### config.mk
export PLATFORM = sky130hd
export DESIGN_NAME = dmem_bridge_flat
export DESIGN_NICKNAME = d
export VERILOG_FILES = /design/src/rtl/dmem_pkg.sv /design/src/rtl/dmem_bridge_if.sv /design/src/rtl/dmem_lane.sv /design/src/rtl/dmem_bridge.sv /design/src/flat_wrapper.sv
export SDC_FILE = /design/constraint.sdc
export NUM_CORES = 1
export LEC_CHECK = 0
export BUFFER_PORTS_ARGS = -buffer_cell sky130_fd_sc_hd__buf_2
export CAP_MARGIN = 20
export CORE_UTILIZATION = 45
export CTS_BUF_LIST = sky130_fd_sc_hd__clkbuf_4
export DETAILED_ROUTE_END_ITERATION = 12
export GPL_ROUTABILITY_DRIVEN = 0
export GPL_TIMING_DRIVEN = 0
export PLACE_DENSITY = 0.74
export SYNTH_ARGS = -nofsm -noshare
export SYNTH_HDL_FRONTEND = slang
export SYNTH_SLANG_ARGS = --single-unit
### constraint.sdc
create_clock -name clk -period 5.3 [get_ports clk]
set_input_delay 1.06 -clock clk [delete_from_list [all_inputs] [get_ports clk]]
set_output_delay 1.06 -clock clk [all_outputs]
set_load 0.03 [all_outputs]
### src/rtl/dmem_pkg.sv
// Shared constants and types for the data-memory bus bridge: access sizes,
// fault codes, FSM state type and the alignment rule.
package dmem_pkg;

    localparam logic [1:0] SZ_BYTE = 2'b00;
    localparam logic [1:0] SZ_HALF = 2'b01;
    localparam logic [1:0] SZ_WORD = 2'b10;

    localparam logic [1:0] FC_NONE     = 2'b00;
    localparam logic [1:0] FC_MISALIGN = 2'b01;
    localparam logic [1:0] FC_BUSERR   = 2'b10;
    localparam logic [1:0] FC_TIMEOUT  = 2'b11;

    typedef enum logic [1:0] {
        ST_IDLE = 2'b00,
        ST_REQ  = 2'b01,
        ST_RESP = 2'b10,
        ST_DONE = 2'b11
    } state_t;

    // Size code 11 falls into the word rule.
    function automatic logic is_misaligned(input logic [1:0] size, input logic [1:0] addr_lo);
        logic v;
        v = 1'b0;
        case (size)
            SZ_BYTE: v = 1'b0;
            SZ_HALF: v = addr_lo[0];
            default: v = (addr_lo != 2'b00);
        endcase
        return v;
    endfunction

endpackage

### src/rtl/dmem_bridge_if.sv
// Valid/ready memory bus between the bridge (master) and the memory (slave).
interface dmem_bridge_if;
    logic        bus_req_valid;
    logic        bus_req_ready;
    logic [31:0] bus_addr;
    logic        bus_we;
    logic [3:0]  bus_be;
    logic [31:0] bus_wdata;
    logic        bus_rsp_valid;
    logic [31:0] bus_rdata;
    logic        bus_err;

    modport master (
        output bus_req_valid, bus_addr, bus_we, bus_be, bus_wdata,
        input  bus_req_ready, bus_rsp_valid, bus_rdata, bus_err
    );

    modport slave (
        input  bus_req_valid, bus_addr, bus_we, bus_be, bus_wdata,
        output bus_req_ready, bus_rsp_valid, bus_rdata, bus_err
    );
endinterface

### src/rtl/dmem_lane.sv
// Byte-lane steering: byte enables and replicated store data going out,
// read data shifted down to bit 0 coming back.
module dmem_lane
    import dmem_pkg::*;
(
    input  logic [1:0]  i_size,
    input  logic [1:0]  i_addr_lo,
    input  logic [31:0] i_wdata,
    input  logic [31:0] i_rdata,
    output logic [3:0]  o_be,
    output logic [31:0] o_wdata,
    output logic [31:0] o_rdata
);

    // Lane selection by access size; size 11 behaves as word
    always_comb begin
        o_be    = 4'b1111;
        o_wdata = i_wdata;
        o_rdata = i_rdata;
        case (i_size)
            SZ_BYTE: begin
                o_be    = 4'b0001 << i_addr_lo;
                o_wdata = {4{i_wdata[7:0]}};
                o_rdata = (i_rdata >> {i_addr_lo, 3'b000}) & 32'h0000_00FF;
            end
            SZ_HALF: begin
                o_be    = 4'b0011 << {i_addr_lo[1], 1'b0};
                o_wdata = {2{i_wdata[15:0]}};
                o_rdata = (i_rdata >> {i_addr_lo[1], 4'b0000}) & 32'h0000_FFFF;
            end
            default: begin
                o_be    = 4'b1111;
                o_wdata = i_wdata;
                o_rdata = i_rdata;
            end
        endcase
    end

endmodule

### src/rtl/dmem_bridge.sv
// Runs one valid/ready bus transaction per load/store of the single-cycle
// datapath, stalling it while the access is in flight.
module dmem_bridge
    import dmem_pkg::*;
#(
    parameter int TIMEOUT = 64
) (
    input  logic          clk,
    input  logic          reset,
    input  logic          MemRead,
    input  logic          MemWrite,
    input  logic [1:0]    Size,
    input  logic [31:0]   Mem_WrAddr,
    input  logic [31:0]   Mem_WrData,
    output logic [31:0]   ReadData,
    output logic          Stall,
    output logic          Fault,
    output logic [1:0]    FaultCode,
    dmem_bridge_if.master bus
);

    localparam logic [15:0] CNT_LAST = 16'(TIMEOUT - 1);

    state_t      r_state;
    state_t      w_next;
    logic [1:0]  r_size;
    logic [1:0]  r_addr_lo;
    logic        r_we;
    logic        r_req_valid;
    logic [31:0] r_addr;
    logic [31:0] r_wdata;
    logic [3:0]  r_be;
    logic [31:0] r_rdata;
    logic        r_fault;
    logic [1:0]  r_fault_code;
    logic [15:0] r_cnt;

    logic        w_access;
    logic        w_misalign;
    logic        w_timeout;
    logic        w_launch;
    logic [1:0]  w_lane_size;
    logic [1:0]  w_lane_lo;
    logic [1:0]  w_done_code;
    logic [3:0]  w_be;
    logic [31:0] w_wdata;
    logic [31:0] w_rdata;

    assign w_access    = MemRead | MemWrite;
    assign w_misalign  = is_misaligned(Size, Mem_WrAddr[1:0]);
    assign w_timeout   = (r_cnt == CNT_LAST);
    assign w_launch    = (r_state == ST_IDLE) && w_access;
    // Lanes follow the live inputs while launching and the captured access afterwards
    assign w_lane_size = (r_state == ST_IDLE) ? Size : r_size;
    assign w_lane_lo   = (r_state == ST_IDLE) ? Mem_WrAddr[1:0] : r_addr_lo;

    dmem_lane u_lane (
        .i_size    (w_lane_size),
        .i_addr_lo (w_lane_lo),
        .i_wdata   (Mem_WrData),
        .i_rdata   (bus.bus_rdata),
        .o_be      (w_be),
        .o_wdata   (w_wdata),
        .o_rdata   (w_rdata)
    );

    // State register
    always_ff @(posedge clk or negedge reset) begin
        if (!reset) begin
            r_state <= ST_IDLE;
        end else begin
            r_state <= w_next;
        end
    end

    // Next-state logic; DONE always falls back to IDLE so nothing relaunches
    always_comb begin
        w_next = r_state;
        case (r_state)
            ST_IDLE: if (w_access) w_next = w_misalign ? ST_DONE : ST_REQ;
                     else          w_next = ST_IDLE;
            ST_REQ:  if (bus.bus_req_ready) w_next = ST_RESP;
                     else                   w_next = ST_REQ;
            ST_RESP: if (bus.bus_rsp_valid || w_timeout) w_next = ST_DONE;
                     else                                w_next = ST_RESP;
            ST_DONE: w_next = ST_IDLE;
            default: w_next = ST_IDLE;
        endcase
    end

    // Stall output: held low throughout reset
    always_comb begin
        Stall = 1'b0;
        if (!reset) begin
            Stall = 1'b0;
        end else begin
            case (r_state)
                ST_IDLE: Stall = w_access;
                ST_REQ:  Stall = 1'b1;
                ST_RESP: Stall = 1'b1;
                ST_DONE: Stall = 1'b0;
                default: Stall = 1'b0;
            endcase
        end
    end

    // Fault code to report on entry to DONE; a response beats the timeout
    always_comb begin
        w_done_code = FC_NONE;
        if (w_launch && w_misalign) begin
            w_done_code = FC_MISALIGN;
        end else if (r_state == ST_RESP && bus.bus_rsp_valid) begin
            w_done_code = bus.bus_err ? FC_BUSERR : FC_NONE;
        end else if (r_state == ST_RESP && w_timeout) begin
            w_done_code = FC_TIMEOUT;
        end else begin
            w_done_code = FC_NONE;
        end
    end

    // Request capture, read-data capture and the one-cycle fault report
    always_ff @(posedge clk or negedge reset) begin
        if (!reset) begin
            r_size       <= 2'b00;
            r_addr_lo    <= 2'b00;
            r_we         <= 1'b0;
            r_req_valid  <= 1'b0;
            r_addr       <= 32'h0000_0000;
            r_wdata      <= 32'h0000_0000;
            r_be         <= 4'b0000;
            r_rdata      <= 32'h0000_0000;
            r_fault      <= 1'b0;
            r_fault_code <= FC_NONE;
        end else begin
            r_req_valid  <= (w_next == ST_REQ);
            r_fault      <= (w_next == ST_DONE) && (w_done_code != FC_NONE);
            r_fault_code <= (w_next == ST_DONE) ? w_done_code : FC_NONE;
            if (w_launch) begin
                r_size    <= Size;
                r_addr_lo <= Mem_WrAddr[1:0];
            end
            if (w_launch && !w_misalign) begin
                r_addr  <= {Mem_WrAddr[31:2], 2'b00};
                r_wdata <= w_wdata;
                r_be    <= w_be;
                r_we    <= MemWrite;
            end
            if (w_launch && w_misalign) begin
                r_rdata <= 32'h0000_0000;
            end else if (r_state == ST_RESP && bus.bus_rsp_valid) begin
                if (bus.bus_err)  r_rdata <= 32'h0000_0000;
                else if (!r_we)   r_rdata <= w_rdata;
            end else if (r_state == ST_RESP && w_timeout) begin
                r_rdata <= 32'h0000_0000;
            end
        end
    end

    // RESP-cycle counter, cleared when the request is accepted
    always_ff @(posedge clk or negedge reset) begin
        if (!reset) begin
            r_cnt <= 16'h0000;
        end else if (r_state == ST_REQ && bus.bus_req_ready) begin
            r_cnt <= 16'h0000;
        end else if (r_state == ST_RESP && !bus.bus_rsp_valid && !w_timeout) begin
            r_cnt <= r_cnt + 16'h0001;
        end
    end

    assign ReadData          = r_rdata;
    assign Fault             = r_fault;
    assign FaultCode         = r_fault_code;
    assign bus.bus_req_valid = r_req_valid;
    assign bus.bus_addr      = r_addr;
    assign bus.bus_we        = r_we;
    assign bus.bus_be        = r_be;
    assign bus.bus_wdata     = r_wdata;

endmodule

### src/flat_wrapper.sv
// flat-port wrapper written by rule: the top's interface ports become plain ports
module dmem_bridge_flat import dmem_pkg::*;
#(
    parameter int TIMEOUT = 64
)
  (clk, reset, MemRead, MemWrite, Size, Mem_WrAddr, Mem_WrData, ReadData, Stall, Fault, FaultCode, bus_bus_req_valid, bus_bus_addr, bus_bus_we, bus_bus_be, bus_bus_wdata, bus_bus_req_ready, bus_bus_rsp_valid, bus_bus_rdata, bus_bus_err);
  dmem_bridge_if bus_i ();
  input  logic clk;
  input  logic reset;
  input  logic MemRead;
  input  logic MemWrite;
  input  logic [1:0] Size;
  input  logic [31:0] Mem_WrAddr;
  input  logic [31:0] Mem_WrData;
  output logic [31:0] ReadData;
  output logic Stall;
  output logic Fault;
  output logic [1:0] FaultCode;
  output wire logic [$bits(bus_i.bus_req_valid)-1:0] bus_bus_req_valid;
  output wire logic [$bits(bus_i.bus_addr)-1:0] bus_bus_addr;
  output wire logic [$bits(bus_i.bus_we)-1:0] bus_bus_we;
  output wire logic [$bits(bus_i.bus_be)-1:0] bus_bus_be;
  output wire logic [$bits(bus_i.bus_wdata)-1:0] bus_bus_wdata;
  input wire logic [$bits(bus_i.bus_req_ready)-1:0] bus_bus_req_ready;
  input wire logic [$bits(bus_i.bus_rsp_valid)-1:0] bus_bus_rsp_valid;
  input wire logic [$bits(bus_i.bus_rdata)-1:0] bus_bus_rdata;
  input wire logic [$bits(bus_i.bus_err)-1:0] bus_bus_err;
  assign bus_bus_req_valid = bus_i.bus_req_valid;
  assign bus_bus_addr = bus_i.bus_addr;
  assign bus_bus_we = bus_i.bus_we;
  assign bus_bus_be = bus_i.bus_be;
  assign bus_bus_wdata = bus_i.bus_wdata;
  assign bus_i.bus_req_ready = bus_bus_req_ready;
  assign bus_i.bus_rsp_valid = bus_bus_rsp_valid;
  assign bus_i.bus_rdata = bus_bus_rdata;
  assign bus_i.bus_err = bus_bus_err;
  dmem_bridge #(.TIMEOUT(TIMEOUT)) u_core (.clk(clk), .reset(reset), .MemRead(MemRead), .MemWrite(MemWrite), .Size(Size), .Mem_WrAddr(Mem_WrAddr), .Mem_WrData(Mem_WrData), .ReadData(ReadData), .Stall(Stall), .Fault(Fault), .FaultCode(FaultCode), .bus(bus_i));
endmodule
==> results.tsv <==
stage	metric	value	unit
detailed_routing	drtAntennaViolNets	0	
worst_setup_path	crit_buf_inv	5	
sta	fin_worst_hold_slack	489	ps
worst_setup_path	crit_fanout	10	
synthesis	yosys.area.top_type	dfrtp_1	
power	peakVddDrop	0.000341	V
power	p_per_area	596	mW/mm^2
power	pwr-share-clk	14.3	%
synthesis	synth_edf_count	0	
power	power.switching	0.00202	W
synthesis	yosys_warnings	0	
detailed_routing	drt_pass1_iterations	5	
sta	setup_viol	0	
detailed_routing	detail_route.vias_per_cell	5.47	
placed_design	portBuffers	207	
sta	hold_violations	0	
synthesis	syn_area	0.00585	sq mm
floorplan	rows	41	
worst_setup_path	crit_slowest_cell	dfrtp_1	
power	leakagePower	3.76	nW
synthesis	avgSynthCellArea	11.3	sq um
cts	htree_levels	4	
synthesis	yosys.cell_types.count	61	
power	p_sw_share	45.8	%
global_routing	grt_use_total	25.0	%
worst_setup_path	slowest_delay	370	ps
floorplan	die-height	116	microns
cts	clock_sinks	125	
synthesis	async_reset_ff_share	100	%
detailed_routing	routedWlPerCell	17.4	microns
cts	root_buffer	clkbuf_4	
cts	post_cts.repair.setup_buffers	0	
cts	hold_buffers	0	
detailed_routing	drtIter0Drc	333	
sta	tightest_slew	822	ps
sta	fmax	311	MHz
global_routing	grt_pass1_vias	5142	
global_routing	antenna_found_initial	1	
synthesis	syn_inst	518	
worst_setup_path	arrival	2150	ps
synthesis	ys_top_cells_by_count	125 x dfrtp_1, 54 x nand2_1, 43 x mux2_2	
power	p_int	0.00239	W
cts	cts_tree	done	
sta	layout_worst_path_cycle_share	60.7	%
worst_setup_path	path_cells	inv_1, ha_1, buf_6, buf_6, buf_2, nand2b_1, a21boi_0, buf_2	
floorplan	core_area	0.0127	sq mm
synthesis	yosysTopAreaCellShare	53.5	%
floorplan	start_util	46.2	%
final_layout	drive_gt1_share	40.8	%
synthesis	synth_area_leaders	dfrtp_1 53%, mux2_2 8.3%, mux2i_1 3.6%, nand2_1 3.5%, o21ai_0 2.9%	
floorplan	dieArea	0.0135	sq mm
worst_setup_path	end_kind	primary output	
cts	clockBufferDepth	2	
sta	period_needed	3210	ps
outcome	status	completed	
sta	maxSlewHeadroom	44.8	%
cts	cts_resized	0	
synthesis	yosysMostFrequentCell	dfrtp_1	
detailed_routing	drt_wl_total	16200	microns
worst_setup_path	critPathKind	reg -> out	
global_routing	grt_pass1_wl	25400	microns
cts	cts.clk_slew.worst_paths	100	ps
worst_setup_path	cp_top_family	buffers and inverters	
synthesis	synth_ff_type	dfrtp_1	
final_layout	area_growth	26.4	%
power	combinationalPowerShare	52.2	%
sta	rsz0062_at_grt	false	
cts	numCtsBuffers	17	
worst_hold_path	hp-class	in -> async	
sta	clock-skew-final	14.5	ps
synthesis	ys_ff_latch	125	
cts	clk_latency	530	ps
floorplan	die_x	116	microns
sta	tns	0	ps
floorplan	pin_count	211	
placed_design	hpwlAfterDp	12000	microns
job	cap_violations	0	
detailed_routing	vias	5085	
synthesis	synth-seq-area-share	53.5	%
sta	drv_slew	0	
worst_setup_path	start_kind	register	
detailed_routing	drc	0	
final_layout	nNetsFinal	855	
worst_setup_path	critPathRequiredTime	4240	ps
global_routing	overflow	0	
global_routing	grt_max_degree	65	
power	p_seq_share	33.4	%
[metal layers]
layer	wire (microns)	up-vias	part of all wire (%)	GRT usage (%)
li1	-	2337	-	-
met1	6510	2481	40	30.1
met2	7930	247	49	41.0
met3	1460	20	9.0	8.00
met4	254	0	1.6	11.0
met5	0	-	0	0
[state kept, by name (all words and copies together), names as in the netlist]
name                      count
u_core.bus.bus_req_valid      1
u_core.ReadData              32
u_core.bus.bus_wdata         32
u_core.bus.bus_be             4
u_core.FaultCode              2
u_core.bus.bus_we             1
u_core.r_addr_lo              2
u_core.r_cnt                 16
u_core.r_size                 2
u_core.bus.bus_addr          30
u_core.r_state                2
u_core.Fault                  1
[power groups by stage]
stage,logic (W),registers (W),clock network [W]
2_1_floorplan,0.00103,0.00206,0
3_3_place_gp,0.00226,0.00146,0
3_5_place_dp,0.00231,0.00148,0
4_1_cts,0.00231,0.00147,0.000651
5_1_grt,0.00247,0.00151,0.000689
6_report,0.00230,0.00147,0.000632
[metrics by stage]
step | util (%) | total power [W] | std cells | cell area [sq um] | setup slack [ps]
after global routing | 58.4 | 0.00467 | 930 | 7400 | 1920
after detailed placement | 56.3 | 0.00379 | 899 | 7140 | 2220
after floorplan | - | 0.00309 | 519 | 5850 | 2350
after global placement | 56.1 | 0.00372 | 898 | 7100 | 607
final | 58.4 | 0.00441 | 930 | 7400 | 2090
after CTS | 58.3 | 0.00443 | 929 | 7390 | 2020
[cell usage in the layout, fill, tap and decap left out, types with 8 or more instances in the layout]
master and n:
nor2_1 31, o21ai_0 34, buf_2 214, clkbuf_1 13, nand3_1 10, mux2_2 43
a22o_1 16, dfrtp_1 125, a22oi_1 13, a21o_1 8, xor2_1 14, inv_1 10
a222oi_1 9, mux2i_1 21, o21ai_1 11, o22ai_1 9, nand2_1 54, clkbuf_4 21
[worst register-to-register path, cell delays in order, from the launching register on]
cell,delay (ps)
dfrtp_1,400
inv_1,90
ha_1,170
buf_6,140
o21ai_2,140
nor3_1,430
a211oi_2,160
nor4_4,550
buf_6,240
a22o_1,140
[logic make-up after synthesis]
kind of cell	count (synthesis)	synth area share (%)
other cells	1	0.0641
simple gates	138	11.5
buf+inv	44	3.94
xor+xnor	15	2.25
mux	66	12.4
fa+ha+maj	4	0.856
flops	125	53.5
compound gates	125	15.6
[path summary, 6_finish.rpt]
check	start	to	slack (ps)	cells past startpoint
max reg2reg	u_core.r_state[0]$_DFF_PN0_	u_core.ReadData[25]$_DFFE_PN0P_	2780	9
min reg2reg	u_core.bus.bus_wdata[23]$_DFFE_PN0P_	u_core.bus.bus_wdata[23]$_DFFE_PN0P_	490	2
min in group clk	u_core.bus.bus_wdata[23]$_DFFE_PN0P_	u_core.bus.bus_wdata[23]$_DFFE_PN0P_	490	2
max in group asynchronous	reset	u_core.ReadData[5]$_DFFE_PN0P_	4090	2
max	u_core.r_state[0]$_DFF_PN0_	Stall	2090	8
min	reset	u_core.bus.bus_addr[12]$_DFFE_PN0P_	490	1
[final cells by class]
cell class / instances / area, sq um
antenna: 1 / 2.50
buffer: 34 / 193
clock buffer: 21 / 158
clock inverter: 9 / 97.6
fill: 1125 / 5280
inverter: 10 / 37.5
multi-input combinational: 350 / 2490
sequential: 125 / 3130
tap: 172 / 215
timing repair buffer: 208 / 1070
(Power assumes the default switching activity.)
